[src/rtl/fabric_extmem_req_arbiter_pkg.sv]
// Shared definitions for the external-memory request arbiter: error codes and sizing helpers.
package fabric_extmem_req_arbiter_pkg;

    localparam logic [15:0] RT_MEMORY_TAG_OOB     = 16'h0011;
    localparam logic [15:0] RT_ARB_RSP_UNEXPECTED = 16'h0012;

    function automatic int credit_width(input int max_outstanding);
        return $clog2(max_outstanding + 1);
    endfunction

endpackage

[src/rtl/fabric_extmem_req_arbiter_if.sv]
// Handshake bundle between NUM_REQ untagged requesters, the arbiter and one tagged memory port.
interface fabric_extmem_req_arbiter_if #(
    parameter int DATA_WIDTH = 32,
    parameter int NUM_REQ    = 4
);
    localparam int TAG_WIDTH = $clog2(NUM_REQ);
    localparam int PW        = DATA_WIDTH + TAG_WIDTH;

    logic [NUM_REQ-1:0]                 req_valid;
    logic [NUM_REQ-1:0]                 req_ready;
    logic [NUM_REQ-1:0][DATA_WIDTH-1:0] req_data;
    logic                               mem_req_valid;
    logic                               mem_req_ready;
    logic [PW-1:0]                      mem_req_data;
    logic                               mem_rsp_valid;
    logic                               mem_rsp_ready;
    logic [PW-1:0]                      mem_rsp_data;
    logic [NUM_REQ-1:0]                 rsp_valid;
    logic [NUM_REQ-1:0]                 rsp_ready;
    logic [NUM_REQ-1:0][DATA_WIDTH-1:0] rsp_data;

    modport slave (
        input  req_valid, req_data, mem_req_ready, mem_rsp_valid, mem_rsp_data, rsp_ready,
        output req_ready, mem_req_valid, mem_req_data, mem_rsp_ready, rsp_valid, rsp_data
    );

    modport master (
        output req_valid, req_data, mem_req_ready, mem_rsp_valid, mem_rsp_data, rsp_ready,
        input  req_ready, mem_req_valid, mem_req_data, mem_rsp_ready, rsp_valid, rsp_data
    );

endinterface

[src/rtl/fabric_extmem_req_arbiter_rr.sv]
// Combinational round-robin picker: first eligible index at or after rr_ptr, wrapping at N-1.
module fabric_rr_arbiter #(
    parameter int N  = 4,
    parameter int IW = $clog2(N)
) (
    input  logic [N-1:0]  eligible,
    input  logic [IW-1:0] rr_ptr,
    output logic [N-1:0]  grant,
    output logic [IW-1:0] grant_idx,
    output logic          any_grant
);
    localparam logic [IW:0] N_V = (IW+1)'(N);

    logic [IW:0] sum;

    // Scan from the farthest offset down so the nearest eligible index is written last.
    always_comb begin
        grant     = '0;
        grant_idx = '0;
        any_grant = 1'b0;
        sum       = '0;
        for (int k = N - 1; k >= 0; k--) begin
            sum = {1'b0, rr_ptr} + (IW+1)'(k);
            if (sum >= N_V) begin
                sum = sum - N_V;
            end
            if (eligible[sum[IW-1:0]]) begin
                grant                 = '0;
                grant[sum[IW-1:0]]    = 1'b1;
                grant_idx             = sum[IW-1:0];
                any_grant             = 1'b1;
            end
        end
    end

endmodule

[src/rtl/fabric_extmem_req_arbiter.sv]
// Round-robin arbiter sharing one tagged memory load port with per-requester credits.
// Optional FABRIC_EXTMEM_ARB_STALL_CNT_EN adds a saturating stall_cnt output.
module fabric_extmem_req_arbiter
    import fabric_extmem_req_arbiter_pkg::*;
#(
    parameter int DATA_WIDTH      = 32,
    parameter int NUM_REQ         = 4,
    parameter int MAX_OUTSTANDING = 4
) (
    input  logic                          clk,
    input  logic                          rst_n,
    fabric_extmem_req_arbiter_if.slave    bus,
    output logic                          error_valid,
    output logic [15:0]                   error_code
`ifdef FABRIC_EXTMEM_ARB_STALL_CNT_EN
    ,
    output logic [31:0]                   stall_cnt
`endif
);
    localparam int TAG_WIDTH = $clog2(NUM_REQ);
    localparam int PW        = DATA_WIDTH + TAG_WIDTH;
    localparam int CW        = credit_width(MAX_OUTSTANDING);

    localparam logic [CW-1:0]        CREDIT_MAX = CW'(MAX_OUTSTANDING);
    localparam logic [TAG_WIDTH-1:0] LAST_IDX   = TAG_WIDTH'(NUM_REQ - 1);
    localparam logic [TAG_WIDTH:0]   NUM_REQ_V  = (TAG_WIDTH+1)'(NUM_REQ);

    logic                 mem_req_valid_reg;
    logic [PW-1:0]        mem_req_data_reg;
    logic [TAG_WIDTH-1:0] rr_ptr_reg;
    logic [TAG_WIDTH-1:0] rr_ptr_next;
    logic [CW-1:0]        credit_reg [NUM_REQ];
    logic                 error_valid_reg;
    logic [15:0]          error_code_reg;

    logic [NUM_REQ-1:0]   eligible;
    logic [NUM_REQ-1:0]   grant_oh;
    logic [TAG_WIDTH-1:0] grant_idx;
    logic                 any_grant;
    logic                 slot_free;
    logic                 grant_en;
    logic [NUM_REQ-1:0]   grant_vec;

    logic [TAG_WIDTH-1:0]  rsp_tag;
    logic [DATA_WIDTH-1:0] rsp_payload;
    logic                  tag_ok;
    logic [NUM_REQ-1:0]    rsp_sel;
    logic [NUM_REQ-1:0]    rsp_hs;
    logic [NUM_REQ-1:0]    rsp_unexp;
    logic                  oob_evt;
    logic                  unexp_evt;

    assign slot_free = !mem_req_valid_reg || bus.mem_req_ready;
    assign grant_en  = slot_free && any_grant;
    assign grant_vec = grant_en ? grant_oh : '0;

    assign rsp_tag     = bus.mem_rsp_data[PW-1:DATA_WIDTH];
    assign rsp_payload = bus.mem_rsp_data[DATA_WIDTH-1:0];
    assign tag_ok      = {1'b0, rsp_tag} < NUM_REQ_V;

    generate
        for (genvar gi = 0; gi < NUM_REQ; gi++) begin : g_req
            assign eligible[gi]      = bus.req_valid[gi] && (credit_reg[gi] < CREDIT_MAX);
            assign rsp_sel[gi]       = tag_ok && (rsp_tag == TAG_WIDTH'(gi));
            assign bus.rsp_valid[gi] = bus.mem_rsp_valid && rsp_sel[gi];
            assign bus.rsp_data[gi]  = rsp_payload;
            assign rsp_hs[gi]        = bus.rsp_valid[gi] && bus.rsp_ready[gi];
            assign rsp_unexp[gi]     = bus.rsp_valid[gi] && (credit_reg[gi] == '0);
        end
    endgenerate

    fabric_rr_arbiter #(.N(NUM_REQ), .IW(TAG_WIDTH)) u_rr (
        .eligible  (eligible),
        .rr_ptr    (rr_ptr_reg),
        .grant     (grant_oh),
        .grant_idx (grant_idx),
        .any_grant (any_grant)
    );

    // Out-of-range tags have no consumer, so they are always swallowed.
    assign bus.mem_rsp_ready = tag_ok ? |(rsp_sel & bus.rsp_ready) : 1'b1;
    assign bus.req_ready     = grant_vec;
    assign bus.mem_req_valid = mem_req_valid_reg;
    assign bus.mem_req_data  = mem_req_data_reg;
    assign oob_evt           = bus.mem_rsp_valid && !tag_ok;
    assign unexp_evt         = |rsp_unexp;
    assign rr_ptr_next       = (grant_idx == LAST_IDX) ? '0 : grant_idx + 1'b1;
    assign error_valid       = error_valid_reg;
    assign error_code        = error_code_reg;

    always_ff @(posedge clk or negedge rst_n) begin
        if (!rst_n) begin
            mem_req_valid_reg <= 1'b0;
            mem_req_data_reg  <= '0;
            rr_ptr_reg        <= '0;
        end else if (grant_en) begin
            mem_req_valid_reg <= 1'b1;
            mem_req_data_reg  <= {grant_idx, bus.req_data[grant_idx]};
            rr_ptr_reg        <= rr_ptr_next;
        end else if (bus.mem_req_ready) begin
            mem_req_valid_reg <= 1'b0;
        end
    end

    // A grant and a response handshake on the same requester cancel out.
    always_ff @(posedge clk or negedge rst_n) begin
        if (!rst_n) begin
            for (int i = 0; i < NUM_REQ; i++) credit_reg[i] <= '0;
        end else begin
            for (int i = 0; i < NUM_REQ; i++) begin
                if (grant_vec[i] && !rsp_hs[i]) begin
                    credit_reg[i] <= credit_reg[i] + 1'b1;
                end else if (rsp_hs[i] && !grant_vec[i] && credit_reg[i] != '0) begin
                    credit_reg[i] <= credit_reg[i] - 1'b1;
                end
            end
        end
    end

    always_ff @(posedge clk or negedge rst_n) begin
        if (!rst_n) begin
            error_valid_reg <= 1'b0;
            error_code_reg  <= '0;
        end else if (!error_valid_reg) begin
            if (oob_evt) begin
                error_valid_reg <= 1'b1;
                error_code_reg  <= RT_MEMORY_TAG_OOB;
            end else if (unexp_evt) begin
                error_valid_reg <= 1'b1;
                error_code_reg  <= RT_ARB_RSP_UNEXPECTED;
            end
        end
    end

`ifdef FABRIC_EXTMEM_ARB_STALL_CNT_EN
    logic [31:0] stall_cnt_reg;

    always_ff @(posedge clk or negedge rst_n) begin
        if (!rst_n) begin
            stall_cnt_reg <= '0;
        end else if (mem_req_valid_reg && !bus.mem_req_ready && stall_cnt_reg != 32'hFFFF_FFFF) begin
            stall_cnt_reg <= stall_cnt_reg + 32'd1;
        end
    end

    assign stall_cnt = stall_cnt_reg;
`endif

endmodule

[src/flat_wrapper.sv]
// flat-port wrapper written by rule: the top's interface ports become plain ports
module fabric_extmem_req_arbiter_flat import fabric_extmem_req_arbiter_pkg::*;
#(
    parameter int DATA_WIDTH      = 32,
    parameter int NUM_REQ         = 4,
    parameter int MAX_OUTSTANDING = 4
)
  (clk, rst_n, error_valid, error_code, bus_req_valid, bus_req_data, bus_mem_req_ready, bus_mem_rsp_valid, bus_mem_rsp_data, bus_rsp_ready, bus_req_ready, bus_mem_req_valid, bus_mem_req_data, bus_mem_rsp_ready, bus_rsp_valid, bus_rsp_data);
  fabric_extmem_req_arbiter_if #(.DATA_WIDTH(DATA_WIDTH), .NUM_REQ(NUM_REQ)) bus_i ();
  input  logic clk;
  input  logic rst_n;
  output logic error_valid;
  output logic [15:0] error_code;
  input wire logic [$bits(bus_i.req_valid)-1:0] bus_req_valid;
  input wire logic [$bits(bus_i.req_data)-1:0] bus_req_data;
  input wire logic [$bits(bus_i.mem_req_ready)-1:0] bus_mem_req_ready;
  input wire logic [$bits(bus_i.mem_rsp_valid)-1:0] bus_mem_rsp_valid;
  input wire logic [$bits(bus_i.mem_rsp_data)-1:0] bus_mem_rsp_data;
  input wire logic [$bits(bus_i.rsp_ready)-1:0] bus_rsp_ready;
  output wire logic [$bits(bus_i.req_ready)-1:0] bus_req_ready;
  output wire logic [$bits(bus_i.mem_req_valid)-1:0] bus_mem_req_valid;
  output wire logic [$bits(bus_i.mem_req_data)-1:0] bus_mem_req_data;
  output wire logic [$bits(bus_i.mem_rsp_ready)-1:0] bus_mem_rsp_ready;
  output wire logic [$bits(bus_i.rsp_valid)-1:0] bus_rsp_valid;
  output wire logic [$bits(bus_i.rsp_data)-1:0] bus_rsp_data;
  assign bus_i.req_valid = bus_req_valid;
  assign bus_i.req_data = bus_req_data;
  assign bus_i.mem_req_ready = bus_mem_req_ready;
  assign bus_i.mem_rsp_valid = bus_mem_rsp_valid;
  assign bus_i.mem_rsp_data = bus_mem_rsp_data;
  assign bus_i.rsp_ready = bus_rsp_ready;
  assign bus_req_ready = bus_i.req_ready;
  assign bus_mem_req_valid = bus_i.mem_req_valid;
  assign bus_mem_req_data = bus_i.mem_req_data;
  assign bus_mem_rsp_ready = bus_i.mem_rsp_ready;
  assign bus_rsp_valid = bus_i.rsp_valid;
  assign bus_rsp_data = bus_i.rsp_data;
  fabric_extmem_req_arbiter #(.DATA_WIDTH(DATA_WIDTH), .NUM_REQ(NUM_REQ), .MAX_OUTSTANDING(MAX_OUTSTANDING)) u_core (.clk(clk), .rst_n(rst_n), .bus(bus_i), .error_valid(error_valid), .error_code(error_code));
endmodule
[config.mk]
export PLATFORM = sky130hd
export DESIGN_NAME = fabric_extmem_req_arbiter_flat
export DESIGN_NICKNAME = d
export VERILOG_FILES = /design/src/rtl/fabric_extmem_req_arbiter_pkg.sv /design/src/rtl/fabric_extmem_req_arbiter_if.sv /design/src/rtl/fabric_extmem_req_arbiter_rr.sv /design/src/rtl/fabric_extmem_req_arbiter.sv /design/src/flat_wrapper.sv
export SDC_FILE = /design/constraint.sdc
export NUM_CORES = 1
export LEC_CHECK = 0
export ABC_AREA = 1
export ABC_CLOCK_PERIOD_IN_PS = 4850
export CAP_MARGIN = 20
export CORE_AREA = 5 5 136 138
export DETAILED_ROUTE_END_ITERATION = 12
export DIE_AREA = 0 0 141 143
export PLACE_DENSITY = 0.75
export SETUP_SLACK_MARGIN = 0.4
export SYNTH_ARGS = -nofsm -noshare
export SYNTH_HDL_FRONTEND = slang
export SYNTH_SLANG_ARGS = --single-unit
[constraint.sdc]
create_clock -name clk -period 4.85 [get_ports clk]
set_clock_uncertainty 0.1 [all_clocks]
set_input_delay 0.7275 -clock clk [delete_from_list [all_inputs] [get_ports clk]]
set_output_delay 0.7275 -clock clk [all_outputs]
set_load 0.01 [all_outputs]
==> results of run 1 <==
stage by stage:
step                      setup WS, ns  hold WS (ns)
final                            1.297        0.3829
after global routing             1.058        0.4045
after CTS                        1.276        0.3841
after detailed placement         1.221        0.3644
after global placement           1.328        0.3619
after floorplan                  2.468        0.3319
critical path, delay by kind of cell:
kind	cells	cell delay (ns)
buffers and inverters	3	1.10
and+or+nand+nor	7	0.90
layout by cell type (no fill, tap or decap), types with 2 or more instances in the layout:
cell,Yosys,routed
nand2_4,4,4
o21ai_0,3,3
dfrtp_1,51,51
clkbuf_16,0,5
clkdlybuf4s50_1,0,187
nand3_2,36,37
inv_1,154,154
nand3_1,158,157
fa_1,4,4
nor2_1,20,20
and2_1,2,2
ha_1,4,4
clkbuf_8,0,2
conb_1,1,14
nor3_1,6,6
inv_2,2,2
o21ai_1,2,2
xor2_1,4,4
nand2_2,8,9
buf_4,147,6
a21oi_1,2,2
nand2_1,230,229
kinds of logic after synthesis:
| family | Yosys count | synth area share (%) |
|---|---|---|
| other | 1 | 0.06484 |
| and+or+nand+nor | 469 | 39.53 |
| xor gates and xnor gates | 4 | 0.6057 |
| buffers and inverters | 339 | 34.21 |
| AOI/OAI and AO/OA | 11 | 1.277 |
| DFF | 51 | 22.07 |
| adders and majority gates | 8 | 2.250 |
final timing paths:
| path | from | endpoint | depth (start not counted) | slack (ns) |
|---|---|---|---|---|
| setup / recovery | bus_req_valid[3] | bus_req_ready[2] | 10 | 1.30 |
| hold / removal | u_core.bus.mem_req_data[21]$_DFFE_PN0P_ | u_core.bus.mem_req_data[21]$_DFFE_PN0P_ | 2 | 0.38 |
| setup reg to reg | u_core.rr_ptr_reg[0]$_DFFE_PN0P_ | u_core.rr_ptr_reg[1]$_DFFE_PN0P_ | 11 | 1.65 |
| hold reg to reg | u_core.bus.mem_req_data[21]$_DFFE_PN0P_ | u_core.bus.mem_req_data[21]$_DFFE_PN0P_ | 2 | 0.38 |
| max in group asynchronous | rst_n | u_core.bus.mem_req_data[17]$_DFFE_PN0P_ | 2 | 3.71 |
| min in group asynchronous | rst_n | u_core.credit_reg[8]$_DFFE_PN0P_ | 2 | 0.46 |
cell type report:
type                    instances  area, µm²  area share [%]
multi-input cells             506       2585           37.85
clock inverters                 1      7.507          0.1099
repair buffers                194       1922           28.14
inverters                     159      604.3           8.849
clock buffers                   7      152.6           2.235
well taps                     225      281.5           4.122
flip-flops and latches         51       1276           18.69
metal layers:
| layer | vias to the layer above | share of wire (%) | GRT usage, % |
|---|---|---|---|
| li1 | 2597 | - | - |
| met1 | 2316 | 40 | 19.31 |
| met2 | 208 | 48 | 28.00 |
| met3 | 47 | 8.9 | 4.823 |
| met4 | 0 | 3.0 | 6.323 |
| met5 | - | 0 | 0 |
report_power, final:
| part | internal (mW) | switching, mW |
|---|---|---|
| combinational | 1.37 | 2.33 |
| clock | 0.220 | 0.165 |
| sequential | 0.660 | 0.157 |
| total | 2.25 | 2.65 |
==> impl_metrics.env, run 1 <==
export IMPL_setup_viol=0
export IMPL_dpl_cell_count=1135
export IMPL_wl_per_cell_um=14.71
export IMPL_grt_pass1_wl_um=26130
export IMPL_avgViaCountPerCell=4.521
export IMPL_drv_slew=0
export IMPL_drtIter0Drc=212
export IMPL_fmax_mhz=281.5
export IMPL_critPathMaxStageDelay_ns=0.53
export IMPL_vdd_drop_max_mv=0.3024
export IMPL_cts_buffers_inserted=5
export IMPL_post_route_util_pct=40.04
export IMPL_path_clk_slew_ns=0.07
export IMPL_rsz0062_at_grt="false"
export IMPL_yosysWarnings=0
export IMPL_vias=5168
export IMPL_synth_top_cell_by_area="dfrtp_1"
export IMPL_fillCellCount=1792
export IMPL_synth_area_top_cells="dfrtp_1 22%, buf_4 19%, nand2_1 15%"
export IMPL_finalSetupTns_ns=0
export IMPL_worstPathMaxFanout=5
export IMPL_maxCapViolations=0
export IMPL_grt_pass1_vias=5034
export IMPL_max_slew_margin_pct=39.34
export IMPL_cts_repair_resized=0
export IMPL_diodes=0
export IMPL_finalHoldViolCount=0
export IMPL_syn_area_um2=5783
export IMPL_die_w_um=141
export IMPL_largest_reg_flops=34
export IMPL_cp_slowest_cell="clkdlybuf4s50_1"
export IMPL_ys_seq_area_share_pct=22.07
export IMPL_path_cells="clkdlybuf4s50_1 -> nand3_1 -> nand2_2 -> nor2_1 -> nand2_1 -> nand3_1 -> nor2_1 -> nand2_1 -> inv_1 -> clkdlybuf4s50_1"
export IMPL_layout_drive_gt1_share_pct=7.843
export IMPL_cts_tree="yes"
export IMPL_clock_latency_ns=0.30
export IMPL_clkSinkCount=51
export IMPL_dieArea_um2=20160
export IMPL_cp_arrival_ns=2.73
export IMPL_final_nets=1099
export IMPL_final_area_um2=6829
export IMPL_crit_required_ns=4.02
export IMPL_root_buffer="clkbuf_16"
export IMPL_fin_crit_sh_pct=73.25
export IMPL_crit_type="input pin to output pin"
export IMPL_grt_max_degree=52
export IMPL_yosys_cell_count_top_type="nand2_1"
export IMPL_synth_edf_count=0
export IMPL_synth_ff_type="dfrtp_1"
export IMPL_ys_async_sr_fraction_pct=100.0
export IMPL_total_power_mw=4.895
export IMPL_post_cts_buffers=0
export IMPL_start_util_pct=33.91
export IMPL_clockBufferDepth=2
export IMPL_min_period_ns=3.553
export IMPL_htreeDepth=2
export IMPL_synth_top_area_share_pct=22.07
export IMPL_port_buffers=188
export IMPL_worstSetupStartpointType="input pin"
export IMPL_route_detailed_drc=0
export IMPL_yosysUniqueCellTypes=35
export IMPL_die_h_um=143
export IMPL_p_leak_nw=3.706
export IMPL_final_cells=1143
export IMPL_io_pins=363
export IMPL_power_density_nw_per_um2=716.7
export IMPL_hold_path_class="flop to flop"
export IMPL_firstDrtPassIters=5
export IMPL_status="complete, no violations"
export IMPL_synth_cells=883
export IMPL_syn_area_per_cell_um2=6.549
export IMPL_drtAntennaViolNets=0
export IMPL_worstMarginPinSlew_ns=0.9088
export IMPL_yosys_top_cells_count="230 x nand2_1, 158 x nand3_1, 154 x inv_1, 147 x buf_4, 51 x dfrtp_1"
export IMPL_area_growth_pct=18.09
export IMPL_cts_hold_buf=0
export IMPL_overflow=0
export IMPL_hpwl_um=12140
export IMPL_gp_congestion=0.8271
export IMPL_antenna_found_initial=0
export IMPL_synth_seq_cells=51
export IMPL_design_core_area_um2=17060
export IMPL_end_kind="output pin"
export IMPL_rows=48
export IMPL_placed_cell_area_um2=6669
export IMPL_grtUsageTotal_pct=16.33
export IMPL_wl_um=16810
No activity file was read; power rests on OpenSTA's default activity.
==> run 2: changes to the inputs <==
--- a/config.mk
+++ b/config.mk
@@ -6,12 +6,12 @@
 export NUM_CORES = 1
 export LEC_CHECK = 0
 export ABC_AREA = 1
-export ABC_CLOCK_PERIOD_IN_PS = 4850
+export ABC_CLOCK_PERIOD_IN_PS = 3400
 export CAP_MARGIN = 20
-export CORE_AREA = 5 5 136 138
+export CORE_AREA = 5 5 137 139
 export DETAILED_ROUTE_END_ITERATION = 12
-export DIE_AREA = 0 0 141 143
-export PLACE_DENSITY = 0.75
+export DIE_AREA = 0 0 142 144
+export PLACE_DENSITY = 0.74
 export SETUP_SLACK_MARGIN = 0.4
 export SYNTH_ARGS = -nofsm -noshare
 export SYNTH_HDL_FRONTEND = slang
==> constraint.sdc (replaced) <==
create_clock -name clk -period 3.4 [get_ports clk]
set_clock_uncertainty 0.1 [all_clocks]
set_input_delay 0.51 -clock clk [delete_from_list [all_inputs] [get_ports clk]]
set_output_delay 0.51 -clock clk [all_outputs]
set_load 0.01 [all_outputs]
==> run 2 against run 1 <==
Net effect:
- flip-flop and latch count unchanged
- utilization fell by 0.36 points
- first-iteration DRC count down 16%
- wire length fell by 4.9%
- global-route usage fell by 0.89 points
- final cell count is 1.4% higher
- critical path type unchanged
==> impl_metrics.env, run 2 (synthesized netlist as in run 1, its figures left out) <==
export IMPL_drv_slew=0
export IMPL_crit_required_ns=2.79
export IMPL_grt_pass1_vias=5056
export IMPL_wl_per_cell_um=13.80
export IMPL_avgViaCountPerCell=4.470
export IMPL_htreeDepth=2
export IMPL_r2r_cells=15
export IMPL_seqPwrFrac_pct=15.8
export IMPL_power_clock_fraction_pct=7.7
export IMPL_max_slew_margin_pct=46.14
export IMPL_maxCapViolations=0
export IMPL_dpl_cell_count=1149
export IMPL_root_buffer="clkbuf_16"
export IMPL_path_clk_slew_ns=0.07
export IMPL_route_detailed_drc=0
export IMPL_dieArea_um2=20450
export IMPL_fmax_mhz=355.0
export IMPL_worstMarginPinSlew_ns=0.8078
export IMPL_io_pins=363
export IMPL_gp_congestion=0.8361
export IMPL_hold_path_class="input pin to async pin"
export IMPL_end_kind="output pin"
export IMPL_diodes=0
export IMPL_antenna_found_initial=0
export IMPL_crit_path_start="bus_req_valid[1]"
export IMPL_reg2reg_slack_ns=0.89
export IMPL_wl_um=16000
export IMPL_regArea_um2=1276
export IMPL_sw_frac_of_total_pct=52.80
export IMPL_p_int_mw=3.378
export IMPL_power_density_nw_per_um2=1028
export IMPL_area_growth_pct=20.32
export IMPL_worstPathMaxFanout=7
export IMPL_multi_input_area_um2=2590
export IMPL_min_period_ns=2.817
export IMPL_drtAntennaViolNets=0
export IMPL_grtUsageTotal_pct=15.44
export IMPL_power_switching_mw=3.779
export IMPL_pwr_share_comb_pct=76.5
export IMPL_final_nets=1111
export IMPL_crit_type="input pin to output pin"
export IMPL_grt_pass1_wl_um=25520
export IMPL_drtIter0Drc=179
export IMPL_setup_viol=0
export IMPL_status="complete, no violations"
export IMPL_clockBufferDepth=2
export IMPL_overflow=0
export IMPL_p_leak_nw=3.795
export IMPL_grt_max_degree=35
export IMPL_worstSetupStartpointType="input pin"
export IMPL_start_util_pct=32.98
export IMPL_final_common_cell="nand2_1"
export IMPL_clock_latency_ns=0.30
export IMPL_crit_path_end="bus_req_ready[2]"
export IMPL_rsz0062_at_grt="false"
export IMPL_cts_tree="yes"
export IMPL_r2r_start="u_core.rr_ptr_reg[0]$_DFFE_PN0P_"
export IMPL_largest_reg_flops=34
export IMPL_layout_drive_gt1_share_pct=9.140
export IMPL_vdd_drop_max_mv=0.5092
export IMPL_design_core_area_um2=17530
export IMPL_port_buffers=188
export IMPL_layout_common_cells="229 x nand2_1, 183 x clkdlybuf4s50_1, 157 x nand3_1, 154 x inv_1, 51 x dfrtp_1"
export IMPL_final_cells=1159
export IMPL_finalSetupTns_ns=0
export IMPL_fin_crit_sh_pct=82.86
export IMPL_clkSinkCount=51
export IMPL_finalHoldViolCount=0
export IMPL_rows=49
export IMPL_die_w_um=142
export IMPL_vias=5181
export IMPL_rr_endpoint="u_core.credit_reg[2]$_DFFE_PN0P_"
export IMPL_firstDrtPassIters=4
export IMPL_cp_arrival_ns=2.21
export IMPL_cts_buffers_inserted=5
export IMPL_die_h_um=144
export IMPL_fillCellCount=1895
export IMPL_hpwl_um=12270
[run 2: cell count changes in the layout (fill, tap and decap cells not counted), sizes merged]
cell           before  now
buf                 7   19
clkinvlp            1    0
dlygate4sd2         0    4
clkdlybuf4s50     187  183
clkbuf              7    8
[run 2: area by class of cell]
| class | count | area share, % |
|---|---|---|
| Sequential cell | 51 | 18.34 |
| Clock buffer | 8 | 2.248 |
| Timing Repair Buffer | 206 | 29.38 |
| Multi-Input combinational cell | 506 | 37.22 |
| Tap cell | 229 | 4.118 |
| Inverter | 159 | 8.685 |
[run 2: timing repair]
item	in CTS	in global routing
hold buffers	0	0
cloned	0	0
gates resized for setup	5	1
setup endpoints to repair	4	1
pin swaps	2	0
setup buffers	2	0
[run 2: stage by stage]
| step | cell area, µm² | hold slack (ns) | utilization [%] | setup WS (ns) | power, mW |
|---|---|---|---|---|---|
| after global routing | 6958 | 0.2627 | 39.68 | 0.4072 | 7.977 |
| after floorplan | 5832 | 0.1144 | - | 1.030 | 5.182 |
| after CTS | 6955 | 0.2239 | 39.67 | 0.5296 | 7.280 |
| after global placement | 6787 | 0.3606 | 38.70 | 0.3521 | 6.583 |
| final | 6958 | 0.2043 | 39.68 | 0.5829 | 7.156 |
| after detailed placement | 6787 | 0.3639 | 38.70 | 0.2933 | 6.696 |
[run 2: layer usage]
layer / GRT usage, % / routed length [µm] / vias to the layer above
li1: - / - / 2617
met1: 18.42 / 6405 / 2334
met2: 26.48 / 7821 / 179
met3: 3.902 / 1256 / 51
met4: 6.465 / 514 / 0
met5: 0 / 0 / -
[run 2: power groups by stage]
stage	Sequential (mW)	Clock, mW	Combinational, mW
2_1_floorplan	1.22	0	3.97
3_5_place_dp	1.14	0	5.55
5_1_grt	1.18	0.598	6.20
6_report	1.13	0.551	5.47
3_3_place_gp	1.14	0	5.44
4_1_cts	1.14	0.579	5.57
[run 2: worst max-delay path, cell delays in order]
cell and delay, ns:
clkdlybuf4s50_1 0.51, nand3_1 0.11, nand2_2 0.11, nand2_2 0.08, nand2_4 0.11, inv_4 0.05
nand2_8 0.08, nor2_1 0.05, nor2_1 0.16, nand2_1 0.11, inv_1 0.07, dlygate4sd2_1 0.26
[run 2: worst min-delay path by stage]
stage | end | slack (ns) | cells past startpoint
floorplan | u_core.bus.mem_req_data[0]$_DFFE_PN0P_ | 0.11 | 0
global placement | u_core.bus.mem_req_data[21]$_DFFE_PN0P_ | 0.36 | 2
detailed placement | u_core.bus.mem_req_data[9]$_DFFE_PN0P_ | 0.36 | 2
CTS | u_core.credit_reg[9]$_DFFE_PN0P_ | 0.22 | 1
global route | u_core.credit_reg[6]$_DFFE_PN0P_ | 0.26 | 1
finish | u_core.credit_reg[6]$_DFFE_PN0P_ | 0.20 | 1
==> edit 1 (flow settings as in run 2) <==
Put one more register stage on the output `error_code`, cleared by the reset. The value now appears one clock later. The other outputs are not delayed to match.
--- a/src/rtl/fabric_extmem_req_arbiter.sv
+++ b/src/rtl/fabric_extmem_req_arbiter.sv
@@ -87,5 +87,11 @@
     assign rr_ptr_next       = (grant_idx == LAST_IDX) ? '0 : grant_idx + 1'b1;
     assign error_valid       = error_valid_reg;
-    assign error_code        = error_code_reg;
+    always_ff @(posedge clk or negedge rst_n) begin
+        if (!rst_n) begin
+            error_code <= '0;
+        end else begin
+            error_code <= error_code_reg;
+        end
+    end
 
     always_ff @(posedge clk or negedge rst_n) begin
Formal check against the unedited RTL: not equivalent (a bounded check fails within 4 cycles, from zero or initial values and one cycle with rst_n low).
==> edit 1 against run 2 <==
  * First-iteration DRC count grew 49%
  * Setup slack gained 0.036 ns
  * Wire length grew 4.0%
  * Total power grew 2.3%
  * Synthesized area shrank 0.30%
  * Register-to-register slack lost 0.06 ns
  * Combinational power grew 2%
  * Sequential cell count grew 1
  * Design area grew 0.68%
  * Critical path type unchanged
  * Largest cell class unchanged
  * Largest power group unchanged
==> edit 1: results (changes against run 2) <==
| Metric | Value |
|---|---|
| Worst Tran Pin Value | 0.929 ns (was 0.808 ns) |
| # clk buffers | 6 (was 8) |
| Status | completed (unchanged) |
| Filler cell count | 1870 (was 1895) |
| Initial antenna violation count | 0 (unchanged) |
| Main synth FF type | dfrtp_1 (unchanged) |
| Buffering overhead | 0.293 (was 0.294) |
| Fraction of area in multi-input gates | 0.369 (was 0.372) |
| Wire per inst | 14.3 um (was 13.8 um) |
| Synth cell types | 35 (unchanged) |
| Worst vdd ir | 0.675 mV (was 0.509 mV) |
| Drt first-iter violations | 266 (was 179) |
| Global-route wire length before repair | 25.9 mm (was 25.5 mm) |
| Number of global-route vias before repair | 5043 (was 5056) |
| Post-synth top cells | nand2_1, nand3_1, inv_1 (unchanged) |
| Power Clock | 0.610 mW (was 0.551 mW) |
| Share of cells above drive strength 1 | 0.0903 (was 0.0914) |
| LEAKAGE | 3.83 nW (was 3.79 nW) |
| Clk_lat worst skew | 0.30 ns (about the same) |
| Top cell type's share of synthesized area | 0.226 (was 0.221) |
| GRT Util Overall | 0.161 (was 0.154) |
| Synth area leaders | dfrtp_1, buf_4, nand2_1, nand3_1, inv_1 (unchanged) |
| Final clock-cell share | 0.0254 (was 0.0225) |
| Sequential cell area share | 0.186 (was 0.183) |
| Inserted Diodes | 0 (unchanged) |
| # resized after CTS | 6 (was 5) |
| Signal buffers | 205 (was 206) |
| Largest net degree at the start of global routing | 65 (was 35) |
| CP max stage delay | 0.48 ns (was 0.51 ns) |
| Placer congestion estimate | 0.889 (was 0.836) |
| DPL Wire Length | 12.4 mm (was 12.3 mm) |
| Post-CTS setup buffers | 1 (was 2) |
| Seq pwr share | 0.156 (was 0.158) |
| Signal arrival time at the worst endpoint | 2.17 ns (was 2.21 ns) |
| Via density | 4.45 (was 4.47) |
| Post-synthesis sequential area ratio | 0.226 (was 0.221) |
| Max reg flops | 34 (unchanged) |
| Seq cells post-synth | 52 (was 51) |
| CP max-delay cell | clkdlybuf4s50_1 (unchanged) |
| Final nets | 1111 (unchanged) |
| Internal Pwr Total | 3.47 mW (was 3.38 mW) |
[edit 1: cell families after synthesis]
kind of cell / after synthesis / share of synthesized area
compound gates: 11 / 0.0128
simple gates: 469 / 0.393
buf+inv: 339 / 0.340
xor+xnor: 4 / 0.00608
other cells: 1 / 0.000650
flops: 52 / 0.226
fa+ha+maj: 8 / 0.0226
[edit 1: per-stage QoR]
| stage | instances | setup WS (ns) | power, mW | area (um^2) | utilization |
|---|---|---|---|---|---|
| after CTS | 1159 | 0.360 | 7.41 | 6990 | 0.398 |
| after detailed placement | 1150 | 0.319 | 6.77 | 6800 | 0.388 |
| after global routing | 1159 | 0.488 | 8.14 | 7010 | 0.400 |
| final | 1159 | 0.619 | 7.32 | 7010 | 0.400 |
| after floorplan | 897 | 0.994 | 5.15 | 5810 | - |
| after global placement | 1150 | 0.364 | 6.64 | 6800 | 0.388 |
[edit 1: per-layer routing]
layer | up-vias | share of wire | GRT usage
li1 | 2623 | - | -
met1 | 2291 | 0.41 | 0.198
met2 | 185 | 0.48 | 0.269
met3 | 56 | 0.077 | 0.0423
met4 | 0 | 0.032 | 0.0641
met5 | - | 0 | 0
[edit 1: path summary, 6_finish.rpt]
path,cells after the start,slack [ns],startpoint,end
max,12,0.62,bus_req_valid[3],bus_req_ready[3]
min in group clk,0,0.28,u_core.error_code_reg[1],u_core.error_code[1]
max reg2reg,15,0.83,u_core.rr_ptr_reg[1],u_core.bus.mem_req_data[24]
min,1,0.25,rst_n,u_core.credit_reg[7]
max in group asynchronous,2,2.18,rst_n,u_core.bus.mem_req_data[22]
min reg2reg,0,0.28,u_core.error_code_reg[1],u_core.error_code[1]
==> edit 2 (config.mk and constraints of run 2) <==
Made on the original files. `NUM_REQ` is set to 4 in 3 places; all go to 2.
--- a/src/rtl/fabric_extmem_req_arbiter_if.sv
+++ b/src/rtl/fabric_extmem_req_arbiter_if.sv
@@ -2,5 +2,5 @@
 interface fabric_extmem_req_arbiter_if #(
     parameter int DATA_WIDTH = 32,
-    parameter int NUM_REQ    = 4
+    parameter int NUM_REQ    = 2
 );
     localparam int TAG_WIDTH = $clog2(NUM_REQ);
--- a/src/rtl/fabric_extmem_req_arbiter.sv
+++ b/src/rtl/fabric_extmem_req_arbiter.sv
@@ -5,5 +5,5 @@
 #(
     parameter int DATA_WIDTH      = 32,
-    parameter int NUM_REQ         = 4,
+    parameter int NUM_REQ         = 2,
     parameter int MAX_OUTSTANDING = 4
 ) (
--- a/src/flat_wrapper.sv
+++ b/src/flat_wrapper.sv
@@ -3,5 +3,5 @@
 #(
     parameter int DATA_WIDTH      = 32,
-    parameter int NUM_REQ         = 4,
+    parameter int NUM_REQ         = 2,
     parameter int MAX_OUTSTANDING = 4
 )
Ports: changed (8 resized); port bits go from 363 to 225. The function was not compared with the original's and may differ.
==> edit 2 against run 2 <==
  * Non-clock buffer count decreased by 89
  * Core utilization fell by 18 points
  * Setup slack improved by 0.089 ns
  * Synthesized cell count down 62%
  * Total power down 61%
  * Critical path type unchanged
  * Synthesized area shrank 53%
  * Wire length decreased by 52%
  * Highest routed layer is now met5
  * Design area fell by 46%
  * Sequential cell count fell by 8
==> edit 2: results (changes against run 2) <==
| Metric | Value |
|---|---|
| Status | completed (unchanged) |
| Via density | 3.43 (was 4.47) |
| Post-synth top cells | nand2_1, buf_4, dfrtp_1 (was nand2_1, nand3_1, inv_1) |
| # resized after CTS | 0 (was 5) |
| Worst Path Max Fanout | 21 (was 7) |
| GRT Util Overall | 0.0752 (was 0.154) |
| Reg2reg start | u_core.credit_reg[5] (was u_core.rr_ptr_reg[0]) |
| Met2 Wirelength | 3.76 mm (was 7.82 mm) |
| Via count | 2109 (was 5181) |
| Final nets | 491 (was 1111) |
| Pre-CTS WS | 0.660 ns (was 0.293 ns) |
| Max reg flops | 33 (was 34) |
| Post-CTS setup buffers | 0 (was 2) |
| Placer congestion estimate | 0.713 (was 0.836) |
| Setup crit end | bus_req_ready[0] (was bus_req_ready[2]) |
| Signal arrival time at the worst endpoint | 2.12 ns (was 2.21 ns) |
| Met1 wire length | 2.92 mm (was 6.41 mm) |
| Synth area leaders | dfrtp_1, buf_4, nand2_1, nand3_1, buf_6 (was dfrtp_1, buf_4, nand2_1, nand3_1, inv_1) |
| Reg-to-reg setup timing slack | 1.42 ns (was 0.89 ns) |
| Worst hold margin | 0.121 ns (was 0.204 ns) |
| Worst vdd ir | 0.346 mV (was 0.509 mV) |
| Initial antenna violation count | 1 (was 0) |
| Area leader, netlist | dfrtp_1 (unchanged) |
| Post-synthesis sequential area ratio | 0.393 (was 0.221) |
| Wire length on met3 | 765 um (was 1.26 mm) |
| Wire per inst | 12.4 um (was 13.8 um) |
| Syn_area_per_cell | 8.18 um^2 (was 6.55 um^2) |
| Largest net degree at the start of global routing | 44 (was 35) |
| Highest Signal Layer | met5 (was met4) |
| Number of global-route vias before repair | 2179 (was 5056) |
| Tmin final | 2.73 ns (was 2.82 ns) |
| Share of cells above drive strength 1 | 0.0753 (was 0.0914) |
| LEAKAGE | 1.65 nW (was 3.79 nW) |
| Reg2Reg Depth | 11 (was 15) |
| FF-to-FF End | u_core.credit_reg[5] (was u_core.credit_reg[2]) |
-- edit 2: layer usage --
| layer | track usage | up-vias |
|---|---|---|
| met4 | 0.0293 | 2 |
| met2 | 0.129 | 88 |
| li1 | - | 1045 |
| met5 | 0 | - |
| met3 | 0.0357 | 22 |
| met1 | 0.0803 | 952 |
-- edit 2: cells by family after synthesis --
group,after synthesis,synth area share
flops,43,0.393
other cells,1,0.00137
simple gates,182,0.304
fa+ha+maj,2,0.0146
buf+inv,102,0.276
mux,1,0.00411
compound gates,4,0.00821
-- edit 2: area by class of cell --
type                    count  area (um^2)
clock buffers               5          125
clock inverters             3         43.8
fillers                  1922        13800
inverters                  14         61.3
multi-input cells         203          958
flip-flops and latches     43         1080
well taps                 229          287
repair buffers            117         1180
-- edit 2: power by group --
| part | internal (mW) | switching [mW] | leakage, nW |
|---|---|---|---|
| sequential | 0.754 | 0.151 | 0.525 |
| clock | 0.347 | 0.221 | 0.0838 |
| combinational | 0.670 | 0.681 | 1.04 |
| total | 1.77 | 1.05 | 1.65 |
-- edit 2: worst min-delay path by stage --
stage	start	end
2_1_floorplan	rst_n	u_core.bus.mem_req_data[0]
3_3_place_gp	u_core.error_valid	u_core.error_code[1]
3_5_place_dp	u_core.error_valid	u_core.error_code[1]
4_1_cts	rst_n	u_core.bus.mem_req_data[13]
5_1_grt	rst_n	u_core.bus.mem_req_data[13]
6_report	rst_n	u_core.bus.mem_req_data[13]
-- edit 2: worst reg2reg max path, delay by kind of cell (launching register included) --
kind | cells | cell delay (ns)
and+or+nand+nor | 7 | 0.64
adders and majority gates | 1 | 0.39
DFF | 1 | 0.41
buffers and inverters | 3 | 0.33
